[src/rtl/gemv_scheduler.sv]
// gemv_scheduler: round-robin arbiter sharing one GEMV engine between
// NUM_REQ requesters. Latches the winner's dimensions, pulses the engine
// start, guards the run with a watchdog and returns a done/err pulse.
module gemv_scheduler #(
  parameter int NUM_REQ = 4,
  parameter int DIM_W   = 8,
  parameter int TIMEOUT = 4096
) (
  input  logic                     clk,
  input  logic                     rst,
  input  logic [NUM_REQ-1:0]       req,
  input  logic [NUM_REQ*DIM_W-1:0] req_rows,
  input  logic [NUM_REQ*DIM_W-1:0] req_cols,
  output logic [NUM_REQ-1:0]       grant,
  output logic [NUM_REQ-1:0]       req_done,
  output logic [NUM_REQ-1:0]       req_err,
  output logic                     eng_start,
  output logic [DIM_W-1:0]         eng_rows,
  output logic [DIM_W-1:0]         eng_cols,
  output logic                     eng_abort,
  input  logic                     eng_done,
  output logic                     busy
);

  localparam int ID_W = (NUM_REQ > 1) ? $clog2(NUM_REQ) : 1;
  localparam int WD_W = $clog2(TIMEOUT);
  localparam int unsigned NR = NUM_REQ;

  typedef enum logic [1:0] {S_IDLE, S_START, S_WAIT, S_RESP} state_t;

  state_t          state, state_nx;
  logic [ID_W-1:0] id_q;
  logic [ID_W-1:0] rr_ptr;
  logic [ID_W-1:0] win_id;
  logic            win_vld;
  logic [WD_W-1:0] wdog;
  logic            res_ok, res_ok_nx;
  logic            dim_zero;

  assign busy     = (state != S_IDLE);
  // Grant follows the latched winner for the whole job; zero in IDLE.
  assign grant    = busy ? (NUM_REQ'(1) << id_q) : '0;
  assign dim_zero = (eng_rows == '0) || (eng_cols == '0);

  // Round-robin pick: first pending request scanning upward from rr_ptr.
  always_comb begin
    logic [ID_W-1:0] idx;
    idx     = '0;
    win_vld = 1'b0;
    win_id  = '0;
    for (int unsigned k = 0; k < NR; k++) begin
      idx = ID_W'((32'(rr_ptr) + k) % NR);
      if (!win_vld && req[idx]) begin
        win_vld = 1'b1;
        win_id  = idx;
      end
    end
  end

  // State register.
  always_ff @(posedge clk) begin
    if (rst) state <= S_IDLE;
    else     state <= state_nx;
  end

  // Next-state and pulse outputs; eng_done outside WAIT is ignored.
  always_comb begin
    state_nx  = state;
    res_ok_nx = res_ok;
    eng_start = 1'b0;
    eng_abort = 1'b0;
    req_done  = '0;
    req_err   = '0;
    case (state)
      S_IDLE: begin
        if (win_vld) state_nx = S_START;
      end
      S_START: begin
        if (dim_zero) begin
          state_nx  = S_RESP;
          res_ok_nx = 1'b1;
        end else begin
          eng_start = 1'b1;
          state_nx  = S_WAIT;
        end
      end
      S_WAIT: begin
        if (eng_done) begin
          state_nx  = S_RESP;
          res_ok_nx = 1'b1;
        end else if (wdog == WD_W'(TIMEOUT - 1)) begin
          eng_abort = 1'b1;
          state_nx  = S_RESP;
          res_ok_nx = 1'b0;
        end
      end
      S_RESP: begin
        if (res_ok) req_done = grant;
        else        req_err  = grant;
        state_nx = S_IDLE;
      end
      default: state_nx = S_IDLE;
    endcase
  end

  // Job context: winner id, latched dimensions, watchdog, rotation pointer.
  always_ff @(posedge clk) begin
    if (rst) begin
      id_q     <= '0;
      rr_ptr   <= '0;
      wdog     <= '0;
      res_ok   <= 1'b0;
      eng_rows <= '0;
      eng_cols <= '0;
    end else begin
      res_ok <= res_ok_nx;
      case (state)
        S_IDLE: begin
          if (win_vld) begin
            id_q     <= win_id;
            eng_rows <= req_rows[win_id*DIM_W +: DIM_W];
            eng_cols <= req_cols[win_id*DIM_W +: DIM_W];
          end
        end
        S_START: wdog <= '0;
        S_WAIT:  wdog <= wdog + 1'b1;
        S_RESP:  rr_ptr <= (id_q == ID_W'(NUM_REQ - 1)) ? '0 : id_q + 1'b1;
        default: ;
      endcase
    end
  end

endmodule

[config.mk]
export PLATFORM = sky130hd
export DESIGN_NAME = gemv_scheduler
export DESIGN_NICKNAME = d
export VERILOG_FILES = /design/src/rtl/gemv_scheduler.sv
export SDC_FILE = /design/constraint.sdc
export NUM_CORES = 1
export LEC_CHECK = 0
export ABC_AREA = 1
export BUFFER_PORTS_ARGS = -buffer_cell sky130_fd_sc_hd__buf_2
export CAP_MARGIN = 20
export CORE_MARGIN = 1
export CORE_UTILIZATION = 25
export DETAILED_ROUTE_END_ITERATION = 10
export GPL_TIMING_DRIVEN = 0
export PLACE_DENSITY = 0.5
export SLEW_MARGIN = 20
export SYNTH_ARGS = -nofsm -noshare
export SYNTH_HDL_FRONTEND = slang
export SYNTH_SLANG_ARGS = --single-unit
[constraint.sdc]
create_clock -name clk -period 2.47 [get_ports clk]
set_input_delay 0.3705 -clock clk [delete_from_list [all_inputs] [get_ports clk]]
set_output_delay 0.3705 -clock clk [all_outputs]
set_load 0.01 [all_outputs]
Yosys cells after proc, flatten, opt, wreduce, memory -nomap -nowiden

Index checks and enable logic that the tools add are counted.

Add/sub/neg operators: 5
Multiply operators: 0
Div/mod/pow operators: 0
Order comparisons: 4
Eq/ne operators: 8
Shift-type cells: 3
Muxes and demuxes: 37
Bitwise logic cells: 0
Reduce and logical (&&, ||, !) cells: 15

Operator list:

| cell                    | number |
|---|---|
| $shiftx A32 B6 Y8       | 2 |
| $pmux W12 S2            | 1 |
| $mux W4                 | 5 |
| $mux W1                 | 17 |
| $logic_not A8 Y1        | 2 |
| $mux W2                 | 8 |
| $add A12 B1 Y12 const B | 1 |
| $eq A12 B12 Y1 const B  | 1 |
| $lt A2 B3 Y1 const B    | 4 |
| $bmux W1 S2             | 4 |
| $pmux W2 S4             | 1 |
| $eq A2 B2 Y1 const B    | 3 |
| $add A2 B1 Y2 const B   | 2 |
| $add A2 B2 Y2 const B   | 2 |
| $ne A2 B2 Y1 const B    | 2 |
| $reduce_and A2 Y1       | 2 |
| $reduce_bool A2 Y1      | 2 |
| $shl A1 B2 Y4 const A   | 1 |
| $logic_and A1 B1 Y1     | 3 |
| $logic_not A1 Y1        | 3 |
| $ne A3 B3 Y1 const B    | 1 |
| $reduce_and A3 Y1       | 1 |
| $eq A2 B1 Y1 const B    | 1 |
| $logic_not A2 Y1        | 1 |
| other kinds (2)         | 2 |

Register bits: 35
Latch bits: 0
Bits in writable memories: 0
Bits in read-only memories: 0
Bits of input ports: 71
Output and inout bits: 31
Word-level logic and storage cells: 79
Memories: 0

Longest topological paths before layout

Depth in word-level cells: 14
Gate-level depth with buffers: 15
Depth with buffers taken out: 14

Worst setup path before layout

OpenSTA, ideal clock, no wires.

Path type: register -> register
Start point: register state[0]
End point: register wdog[11]
Library setup time: 0.115 ns
Data arrival time: 1.894 ns
Required time: 2.355 ns
Path slack: 0.461 ns
Cell stages (with the launch flop): 12
Path buffers: 0
Clock period less this slack: 2.009 ns
Path through: dfxtp_1 inv_1 ha_1 inv_1 nor4_1 nand2_1 nor2_1 nand2_1 nor3_1 nand3_1 nand2_1 nor2_1

Longest elaborated chain between the ends: 2
Elaborated cells on any way between the ends: 4
Classes of those cells: eq/ne (2); mux (1); reduce/logical (1)

RTL lines:

| what                                               | line | source |
|---|---|---|
| from (decl)                                        | 31   | `state_t state, state_nx;` |
| from (signal assigned)                             | 63   | `else state <= state_nx;` |
| $eq A2 B2 Y1 or $eq A2 B1 Y1 (tied branches)       | 117  | `case (state)` |
| $pmux W12 S2 or $reduce_bool A2 Y1 (tied branches) | -    |  |
| to (signal assigned)                               | 126  | `S_WAIT: wdog <= wdog + 1'b1;` |
| to (decl)                                          | 36   | `logic [WD_W-1:0] wdog;` |

Several ways; a longest one is shown, not always the timed one.
A chain may end at the register's enable or synchronous reset.

Worst setup path after layout

Ends and elaborated chain as after synthesis.

==> flow_summary.yaml <==
sta:
  setup_ws_ns: 0.2309
  max_clock_freq_mhz: 446.6
  setup_viol: 0
  clock_skew_ns: 0.007568
  drv_slew: 0
  setup_tns_ns: 0
  rsz0062_at_grt: "no"
  worstMarginPinSlew_ns: 0.6525
  fin_crit_ns: 2.239
  period_share: 0.9065
  hold_viol: 0
  relSlewSlack: 0.5650
final_layout:
  antenna_cells: 0
  syn_to_final_growth_pct: 27.82
  multi_input_area_sq_um: 1534
  num-fill-cells: 1244
  final_nets: 658
  seqCellArea_sq_um: 700.7
  final_layout_size_suffix_gt1_frac: 0.2453
placed_design:
  post-dp-hpwl_um: 6716
  dp_worst_setup_slack_ns: 0.1018
  portBuffers: 101
  gp_congestion: 0.8580
pwr:
  finalPower_w: 0.003571
  powerDensity_nw_per_um2: 1000
  combPwrFrac: 0.655
  pwr-share-clk: 0.114
  peakVddDrop_mv: 0.3558
  power.switching_w: 0.001788
  power.leakage_nw: 2.088
  p_sw_frac: 0.5008
  p_seq_frac: 0.231
  p_int_w: 0.001782
grt:
  grt_pass1_vias: 2968
  grt_pass1_wl_um: 13280
  antenna_found_initial: 0
  grt-ovfl-total: 0
  grt_max_degree: 11
  grtUsageTotal: 0.1444
clock_network:
  cts_htree_levels: 2
  cts_tree: "done"
  cts_root_buf: "clkbuf_8"
  cts_sinks: 35
  cts_buffers: 5
  clk_latency_ns: 0.28
  cts_hold_buf: 0
  cts_buffer_depth: 2
  path_clk_slew_ns: 0.07
  cts_setup_buffers: 0
detailed_routing:
  drtPass1Iterations: 5
  drt-wirelength-per-cell_um: 11.38
  antenna_left: 0
  via_count: 3181
  routed_via_density: 4.424
  drtIter0Drc: 129
  wl_um: 8183
  drc_errors: 0
floorplan:
  die_y_um: 107.7
  fp-row-count: 38
  io_pins: 102
  start_util: 0.2576
  die-area_sq_um: 11600
  core_area_sq_um: 10840
  die_w_um: 107.7
worst_setup_path:
  crit_fanout: 6
  end_kind: "flip-flop"
  cp-start-kind: "flip-flop"
  crit_arrival_ns: 2.42
  required_ns: 2.65
  crit_type: "reg -> reg"
synth:
  avgSynthCellArea_sq_um: 5.942
  yosys_warnings: 0
  synth_nets: 550
  netlist_top_cells_count: "116 x inv_1, 101 x nand2_1, 71 x nand3_1"
  netlist_top_cells_area: "dfxtp_1 25%, inv_1 16%, nand2_1 14%"
  synth_cells: 470
  synth.most_common_cell: "inv_1"
  synth_seq_area_share: 0.2509
  ys.flop_type: "dfxtp_1"
  async_flop_share: 0
  synth_cell_types: 29
  synth_edf_count: 0
  yosys.area.top_type: "dfxtp_1"
  synth_top_area_share: 0.2509
  synth_area_sq_um: 2793
  synth-seq-cells: 35
worst_hold_path:
  hold_path_class: "in -> reg"
status:
  status: "finished clean"
flow_run:
  maxCapViolations: 0
-- flip-flops by register name, summed over array words and instances (netlist names) --
| signal | flops |
|---|---|
| eng_cols | 8 |
| eng_rows | 8 |
| id_q | 2 |
| res_ok | 1 |
| rr_ptr | 2 |
| state | 2 |
| wdog | 12 |
-- layout make-up --
class | instances | area share
Timing Repair Buffer | 101 | 0.1416
Tap cell | 140 | 0.04907
Clock inverter | 1 | 0.001402
Clock buffer | 7 | 0.02138
Inverter | 120 | 0.1269
Multi-Input combinational cell | 298 | 0.4297
Buffer | 17 | 0.03365
Sequential cell | 35 | 0.1963
-- metal layers --
| metal | share of wire | GRT usage | vias to the layer above | wire length [um] |
|---|---|---|---|---|
| met4 | 0.0056 | 0.03816 | 0 | 46 |
| li1 | - | - | 1667 | - |
| met2 | 0.48 | 0.2486 | 87 | 3927 |
| met1 | 0.47 | 0.1865 | 1423 | 3821 |
| met5 | 0 | 0 | - | 0 |
| met3 | 0.047 | 0.02119 | 4 | 387 |
-- path summary, 6_finish.rpt --
| kind | from | endpoint | slack (ns) | cells past startpoint |
|---|---|---|---|---|
| worst max register to register | state[0]$_SDFFE_PP0P_ | wdog[11]$_SDFFE_PP0P_ | 0.23 | 11 |
| worst min register to register | wdog[6]$_SDFFE_PP0P_ | wdog[6]$_SDFFE_PP0P_ | 0.45 | 2 |
| worst max-delay path | state[0]$_SDFFE_PP0P_ | wdog[11]$_SDFFE_PP0P_ | 0.23 | 11 |
| worst min-delay path | eng_done | res_ok$_SDFFE_PP0P_ | 0.37 | 3 |
-- cells by family (layout without fill, tap and decap cells) --
logic type      Yosys count  in the layout  synth area share
flops                    35             35            0.2509
buf+inv                 137            246            0.2052
simple gates            237            237            0.4059
fa+ha+maj                 9              9           0.04032
compound gates           52             52           0.09767
-- per-stage QoR --
step,hold slack (ns),cells,util,area [sq um]
after floorplan,0.4235,470,-,2793
after CTS,0.3631,719,0.3279,3555
after detailed placement,0.4474,711,0.3204,3473
after global placement,0.4357,711,0.3204,3473
after global routing,0.4257,719,0.3293,3570
final,0.3743,719,0.3293,3570
-- power by group through the flow --
| stage | registers (W) | logic (W) | clock network, W |
|---|---|---|---|
| global placement | 0.000836 | 0.00231 | 0 |
| finish | 0.000825 | 0.00234 | 0.000407 |
| CTS | 0.000823 | 0.00236 | 0.000428 |
| floorplan | 0.000860 | 0.00165 | 0 |
| detailed placement | 0.000836 | 0.00235 | 0 |
| global route | 0.000846 | 0.00267 | 0.000451 |
-- layout by cell type (no fill, tap or decap), types with 2 or more instances in the layout --
cell type  Yosys  layout
a211oi_1       2       2
a21oi_1       33      33
buf_2          6     107
buf_4          5       5
buf_6          4       4
clkbuf_1       2       4
clkbuf_8       0       5
dfxtp_1       35      35
ha_1           9       9
inv_1        116     116
inv_2          3       3
nand2_1      101     101
nand2_2        6       6
nand2_4        4       4
nand3_1       71      71
nand3_2        3       3
nand3b_1      16      16
nand4_1        5       5
nor2_1        23      23
nor3_1         5       5
o21ai_0       10      10
o21ai_1        3       3
-- worst max-delay path, stage by stage, from the launching register on --
cell     delay (ns)
dfxtp_1        0.42
inv_1          0.09
ha_1           0.39
inv_1          0.15
nor4_4         0.33
nand2_1        0.11
nor2_1         0.15
nand2_1        0.09
nor3_1         0.21
nand3_1        0.10
nand2_1        0.07
nor2_1         0.04
-- timing repair --
item                                   in CTS  in global routing
gates resized for setup                     0                  2
endpoints found under the hold margin       0                  0
setup endpoints to repair                   0                  2
Note: power is estimated with default switching activity, not from simulation.
